[config.mk]
export PLATFORM = sky130hd
export DESIGN_NAME = pipelined_shifter
export DESIGN_NICKNAME = d
export VERILOG_FILES = /design/src/rtl/shifter_pkg.sv /design/src/rtl/shifter_stage.sv /design/src/rtl/pipelined_shifter.sv
export SDC_FILE = /design/constraint.sdc
export NUM_CORES = 1
export LEC_CHECK = 0
export CAP_MARGIN = 10
export CELL_PAD_IN_SITES_DETAIL_PLACEMENT = 1
export CELL_PAD_IN_SITES_GLOBAL_PLACEMENT = 1
export CORE_MARGIN = 2
export CORE_UTILIZATION = 35
export CTS_BUF_LIST = sky130_fd_sc_hd__clkbuf_4 sky130_fd_sc_hd__clkbuf_8
export DETAILED_ROUTE_END_ITERATION = 10
export PLACE_DENSITY_LB_ADDON = 0.1
export REMOVE_ABC_BUFFERS = 1
export SYNTH_ARGS = -nofsm -noshare
export SYNTH_HDL_FRONTEND = slang
export SYNTH_HIERARCHICAL = 1
export SYNTH_SLANG_ARGS = --single-unit
[constraint.sdc]
create_clock -name clk -period 10.68 [get_ports clk]
set_input_delay 1.602 -clock clk [delete_from_list [all_inputs] [get_ports clk]]
set_output_delay 1.602 -clock clk [all_outputs]
set_load 0.05 [all_outputs]
[src/rtl/shifter_pkg.sv]
// shifter_pkg: opcodes, shift-class decode and the stage control payload shared by the pipelined shifter.
package shifter_pkg;
  localparam logic [2:0] OP_SLL = 3'b000;
  localparam logic [2:0] OP_SRL = 3'b001;
  localparam logic [2:0] OP_ROL = 3'b010;
  localparam logic [2:0] OP_ROR = 3'b011;
  localparam logic [2:0] OP_SRA = 3'b110;
  typedef enum logic [2:0] {LOGIC_L, LOGIC_R, ROT_L, ROT_R, ARITH_R} shift_class_e;
  typedef struct packed {
    shift_class_e cls;
    logic         sign;
  } stage_ctrl_t;
  // 100/101 alias SLL/SRL and 111 aliases SRA, so only op[2:1]==11 marks arithmetic
  function automatic shift_class_e decode(input logic [2:0] op);
    return op[2:1] == 2'b11 ? ARITH_R :
           op == OP_ROL     ? ROT_L   :
           op == OP_ROR     ? ROT_R   :
           op[0]            ? LOGIC_R : LOGIC_L;
  endfunction
endpackage

[src/rtl/shifter_stage.sv]
// shifter_stage: one registered power-of-two shift/rotate step with valid/ready handshake.
// Ports: in_* (valid/ready/data/amt/tag/ctrl) from the previous stage, out_* to the next stage.
// SHIFTER_FLAGS_EN adds in_carry/out_carry, a carry bit carried alongside the data.
module shifter_stage
  import shifter_pkg::*;
#(
  parameter int WIDTH = 32,
  parameter int TAG_W = 4,
  parameter int STAGE_IDX = 0,
  localparam int LOG2W = $clog2(WIDTH)
) (
  input  logic             clk,
  input  logic             rst,
  input  logic             in_valid,
  output logic             in_ready,
  input  logic [WIDTH-1:0] in_data,
  input  logic [LOG2W-1:0] in_amt,
  input  logic [TAG_W-1:0] in_tag,
  input  stage_ctrl_t      in_ctrl,
`ifdef SHIFTER_FLAGS_EN
  input  logic             in_carry,
  output logic             out_carry,
`endif
  output logic             out_valid,
  input  logic             out_ready,
  output logic [WIDTH-1:0] out_data,
  output logic [LOG2W-1:0] out_amt,
  output logic [TAG_W-1:0] out_tag,
  output stage_ctrl_t      out_ctrl
);
  localparam int SH = 1 << STAGE_IDX;
  logic [WIDTH-1:0] step;
  // SRA fills with the sign captured at stage 0, not the current top bit
  always_comb
    step = !in_amt[STAGE_IDX]        ? in_data :
           in_ctrl.cls == LOGIC_L    ? {in_data[WIDTH-SH-1:0], {SH{1'b0}}} :
           in_ctrl.cls == ROT_L      ? {in_data[WIDTH-SH-1:0], in_data[WIDTH-1:WIDTH-SH]} :
           in_ctrl.cls == ROT_R      ? {in_data[SH-1:0], in_data[WIDTH-1:SH]} :
           in_ctrl.cls == ARITH_R    ? {{SH{in_ctrl.sign}}, in_data[WIDTH-1:SH]} :
                                       {{SH{1'b0}}, in_data[WIDTH-1:SH]};
  assign in_ready = !out_valid || out_ready;
  always_ff @(posedge clk)
    if (rst) begin
      out_valid <= 1'b0;
      out_data  <= '0;
      out_amt   <= '0;
      out_tag   <= '0;
      out_ctrl  <= '0;
`ifdef SHIFTER_FLAGS_EN
      out_carry <= 1'b0;
`endif
    end else if (in_ready) begin
      out_valid <= in_valid;
      if (in_valid) begin
        out_data  <= step;
        out_amt   <= in_amt;
        out_tag   <= in_tag;
        out_ctrl  <= in_ctrl;
`ifdef SHIFTER_FLAGS_EN
        out_carry <= in_carry;
`endif
      end
    end
endmodule

[src/rtl/pipelined_shifter.sv]
// pipelined_shifter: LOG2W-stage SLL/SRL/SRA/ROL/ROR unit with valid/ready on both sides.
// Ports: clk, rst, in_valid/in_ready/in_data/in_op/in_amt/in_tag, out_valid/out_ready/out_data/out_tag.
// SHIFTER_FLAGS_EN adds out_zero and out_carry.
module pipelined_shifter
  import shifter_pkg::*;
#(
  parameter int WIDTH = 32,
  parameter int TAG_W = 4,
  localparam int LOG2W = $clog2(WIDTH)
) (
  input  logic             clk,
  input  logic             rst,
  input  logic             in_valid,
  output logic             in_ready,
  input  logic [WIDTH-1:0] in_data,
  input  logic [2:0]       in_op,
  input  logic [LOG2W-1:0] in_amt,
  input  logic [TAG_W-1:0] in_tag,
  output logic             out_valid,
  input  logic             out_ready,
  output logic [WIDTH-1:0] out_data,
`ifdef SHIFTER_FLAGS_EN
  output logic             out_zero,
  output logic             out_carry,
`endif
  output logic [TAG_W-1:0] out_tag
);
  logic [LOG2W:0] v, r;
  logic [WIDTH-1:0] d [LOG2W+1];
  logic [LOG2W-1:0] a [LOG2W+1];
  logic [TAG_W-1:0] t [LOG2W+1];
  stage_ctrl_t c [LOG2W+1];
  logic unused_tail;
  assign v[0] = in_valid;
  assign d[0] = in_data;
  assign a[0] = in_amt;
  assign t[0] = in_tag;
  assign c[0] = '{cls: decode(in_op), sign: in_data[WIDTH-1]};
  assign r[LOG2W] = out_ready;
  assign in_ready = r[0] && !rst;
  assign out_valid = v[LOG2W];
  assign out_data = d[LOG2W];
  assign out_tag = t[LOG2W];
  assign unused_tail = ^{a[LOG2W], c[LOG2W]};
`ifdef SHIFTER_FLAGS_EN
  logic [LOG2W:0] y;
  logic [LOG2W-1:0] neg_amt;
  // left shifts/rotates lose bit WIDTH-amt last, right ones bit amt-1; modulo-WIDTH negate gives WIDTH-amt
  assign neg_amt = -in_amt;
  assign y[0] = in_amt == '0 ? 1'b0 :
                (c[0].cls == LOGIC_L || c[0].cls == ROT_L) ? in_data[neg_amt] : in_data[in_amt - LOG2W'(1)];
  assign out_carry = y[LOG2W];
  assign out_zero = out_valid && out_data == '0;
`endif
  for (genvar k = 0; k < LOG2W; k++) begin : g
    shifter_stage #(.WIDTH(WIDTH), .TAG_W(TAG_W), .STAGE_IDX(k)) u_stage (
      .clk,
      .rst,
      .in_valid (v[k]),
      .in_ready (r[k]),
      .in_data  (d[k]),
      .in_amt   (a[k]),
      .in_tag   (t[k]),
      .in_ctrl  (c[k]),
`ifdef SHIFTER_FLAGS_EN
      .in_carry (y[k]),
      .out_carry(y[k+1]),
`endif
      .out_valid(v[k+1]),
      .out_ready(r[k+1]),
      .out_data (d[k+1]),
      .out_amt  (a[k+1]),
      .out_tag  (t[k+1]),
      .out_ctrl (c[k+1])
    );
  end
endmodule

==> results.json <==
{
  "grt_pass1_vias": 11300,
  "setup_slack_ns": 3.09,
  "r2r_start": "g[4].u_stage/out_valid",
  "min_period_ns": 7.59,
  "vias_per_cell": 5.96,
  "skew_ns": 0.0246,
  "ctsHoldBuffers": 0,
  "met2_length_um": 17400,
  "rows": 69,
  "start_util_pct": 35.3,
  "p_comb_share_pct": 7.9,
  "antenna_found_initial": 0,
  "drtIter0Drc": 792,
  "drt_pass1_iterations": 5,
  "crit_chain": "clkdlybuf4s50_1 -> nor2b_4 -> inv_2 -> buf_4 -> nor2b_2 -> buf_4 -> inv_2 -> nor2b_4 -> buf_4 -> clkinv_2 -> nor2b_4 -> buf_4 -> clkinv_2 -> buf_4 -> nand2b_4 -> nor2b_1 -> clkdlybuf4s50_1",
  "grt_overflow": 0,
  "port_buffers": 85,
  "dr_total_vias": 11600,
  "ant_nets": 0,
  "insertion_delay_ns": 0.55,
  "pin_count": 86,
  "hold_viol": 0,
  "cts_setup_buffers": 0,
  "cts_tree": "built",
  "ys.warnings.count": 6,
  "cp.arrival_ns": 5.99,
  "grt_max_degree": 68,
  "status": "complete, no violations",
  "crit_start": "out_ready",
  "core_um2": 35300,
  "wl_per_cell_um": 19.6,
  "wirelength_um": 38100,
  "dp_hpwl_um": 23700,
  "switching_power_w": 0.000490,
  "clkTransAtPathRegs_ns": 0.05,
  "setup_viol": 0,
  "grt_pass1_wl_um": 62500,
  "fin_tns_setup_ns": 0,
  "finalMaxSlewViolations": 0,
  "p_sw_share_pct": 25.6,
  "pwr-share-seq_pct": 44.0,
  "cts_buffers": 43,
  "drv_cap": 0,
  "p_clk_share_pct": 48.2,
  "wl_met1_um": 18700,
  "place.gp.congestion": 0.740,
  "fmaxAchievable_ghz": 0.132,
  "ctsResizeCount": 0,
  "die_height_um": 193,
  "hold_start": "g[0].u_stage/out_amt[2]",
  "nets": 1504,
  "top_layer_used": "met4",
  "met3WireLength_um": 1350,
  "crit_path_start_kind": "input pin",
  "rsz0062_at_grt": "no",
  "root_buffer": "clkbuf_8",
  "required_ns": 9.08,
  "gr-usage-all-layers_pct": 20.4,
  "slowest_delay_ns": 0.71,
  "relSlewSlack_pct": 22.6,
  "powerDensity_nw_per_um2": 139,
  "ir_drop_v": 0.0000703,
  "leakage_nw": 4.23,
  "dp_slack_ns": 3.10,
  "worstSetupPathType": "input pin to output port",
  "h-tree-depth": 2,
  "cp_slowest_cell": "clkdlybuf4s50_1",
  "dieArea_um2": 37100,
  "cts_sinks": 211,
  "syn_to_final_growth_pct": 10.5,
  "crit_fanout": 45,
  "p_int_w": 0.00142,
  "drcViolationCount": 0,
  "synth_area_um2": 12400,
  "hold_class": "register to register",
  "drive_gt1_share_pct": 10.8,
  "die_w_um": 193,
  "end_kind": "output port",
  "cpMostUsedCell": "buf_4",
  "fin_crit_sh_pct": 71.1,
  "synth_area_per_cell_um2": 8.25,
  "clockBufferDepth": 3,
  "n_antenna_cell": 0,
  "synthCells": 1508,
  "tightest_slew_ns": 1.16
}
## final timing paths
kind / cells past startpoint / slack [ns] / to
hold reg to reg: 2 / 0.46 / g[0].u_stage/out_amt[2]
setup reg to reg: 18 / 5.77 / g[0].u_stage/out_data[23]
hold / removal: 2 / 0.46 / g[0].u_stage/out_amt[2]
setup / recovery: 17 / 3.09 / in_ready
## layer usage
layer	vias up	global-route usage [%]
li1	5631	-
met1	5724	28.5
met2	186	32.8
met3	51	3.15
met4	0	4.67
met5	-	0
## placed cells by master (no fill, tap or decap), drive strengths merged, types with 72 or more instances in the layout
cell type / n
nand2: 131
o2111ai: 97
a21oi: 115
inv: 79
clkbuf: 72
dfxtp: 211
o311a: 82
clkdlybuf4s50: 83
o211ai: 96
o21ai: 213
## state kept, by name, indices dropped and copies added (netlist names)
signal and flops:
g.u_stage/out_data 160, g.u_stage/out_tag 20, g.u_stage/out_ctrl 16, g.u_stage/out_amt 10, g.u_stage/out_valid 5
## layout make-up
cell class	instances	area [um2]
Inverter	81	307
Tap cell	461	577
Fill cell	4230	21600
Clock buffer	72	916
Sequential cell	211	4240
Timing Repair Buffer	109	1020
Clock inverter	1	30.0
Multi-Input combinational cell	1010	6670
## per-stage QoR
| stage | total power (W) | instance area (um2) | util, % | cells | hold slack, ns |
|---|---|---|---|---|---|
| floorplan | 0.000929 | 11200 | - | 1302 | 0.431 |
| global placement | 0.00101 | 12800 | 36.3 | 1872 | 0.445 |
| detailed placement | 0.00101 | 12800 | 36.3 | 1872 | 0.450 |
| CTS | 0.00194 | 13800 | 39.0 | 1945 | 0.457 |
| global route | 0.00200 | 13800 | 39.0 | 1945 | 0.486 |
| finish | 0.00191 | 13800 | 39.0 | 1945 | 0.457 |
## worst max-delay path, delay by kind of cell
family	cells	cell delay [ns]
buf+inv	11	3.38
simple gates	6	0.97
## power groups by stage
stage	Sequential [W]	Combinational (W)	Clock (W)
finish	0.000841	0.000151	0.000921
CTS	0.000841	0.000152	0.000950
global route	0.000844	0.000167	0.000987
floorplan	0.000855	0.0000746	0
global placement	0.000857	0.000150	0
detailed placement	0.000858	0.000152	0
Note: power is estimated with default switching activity, not from simulation.
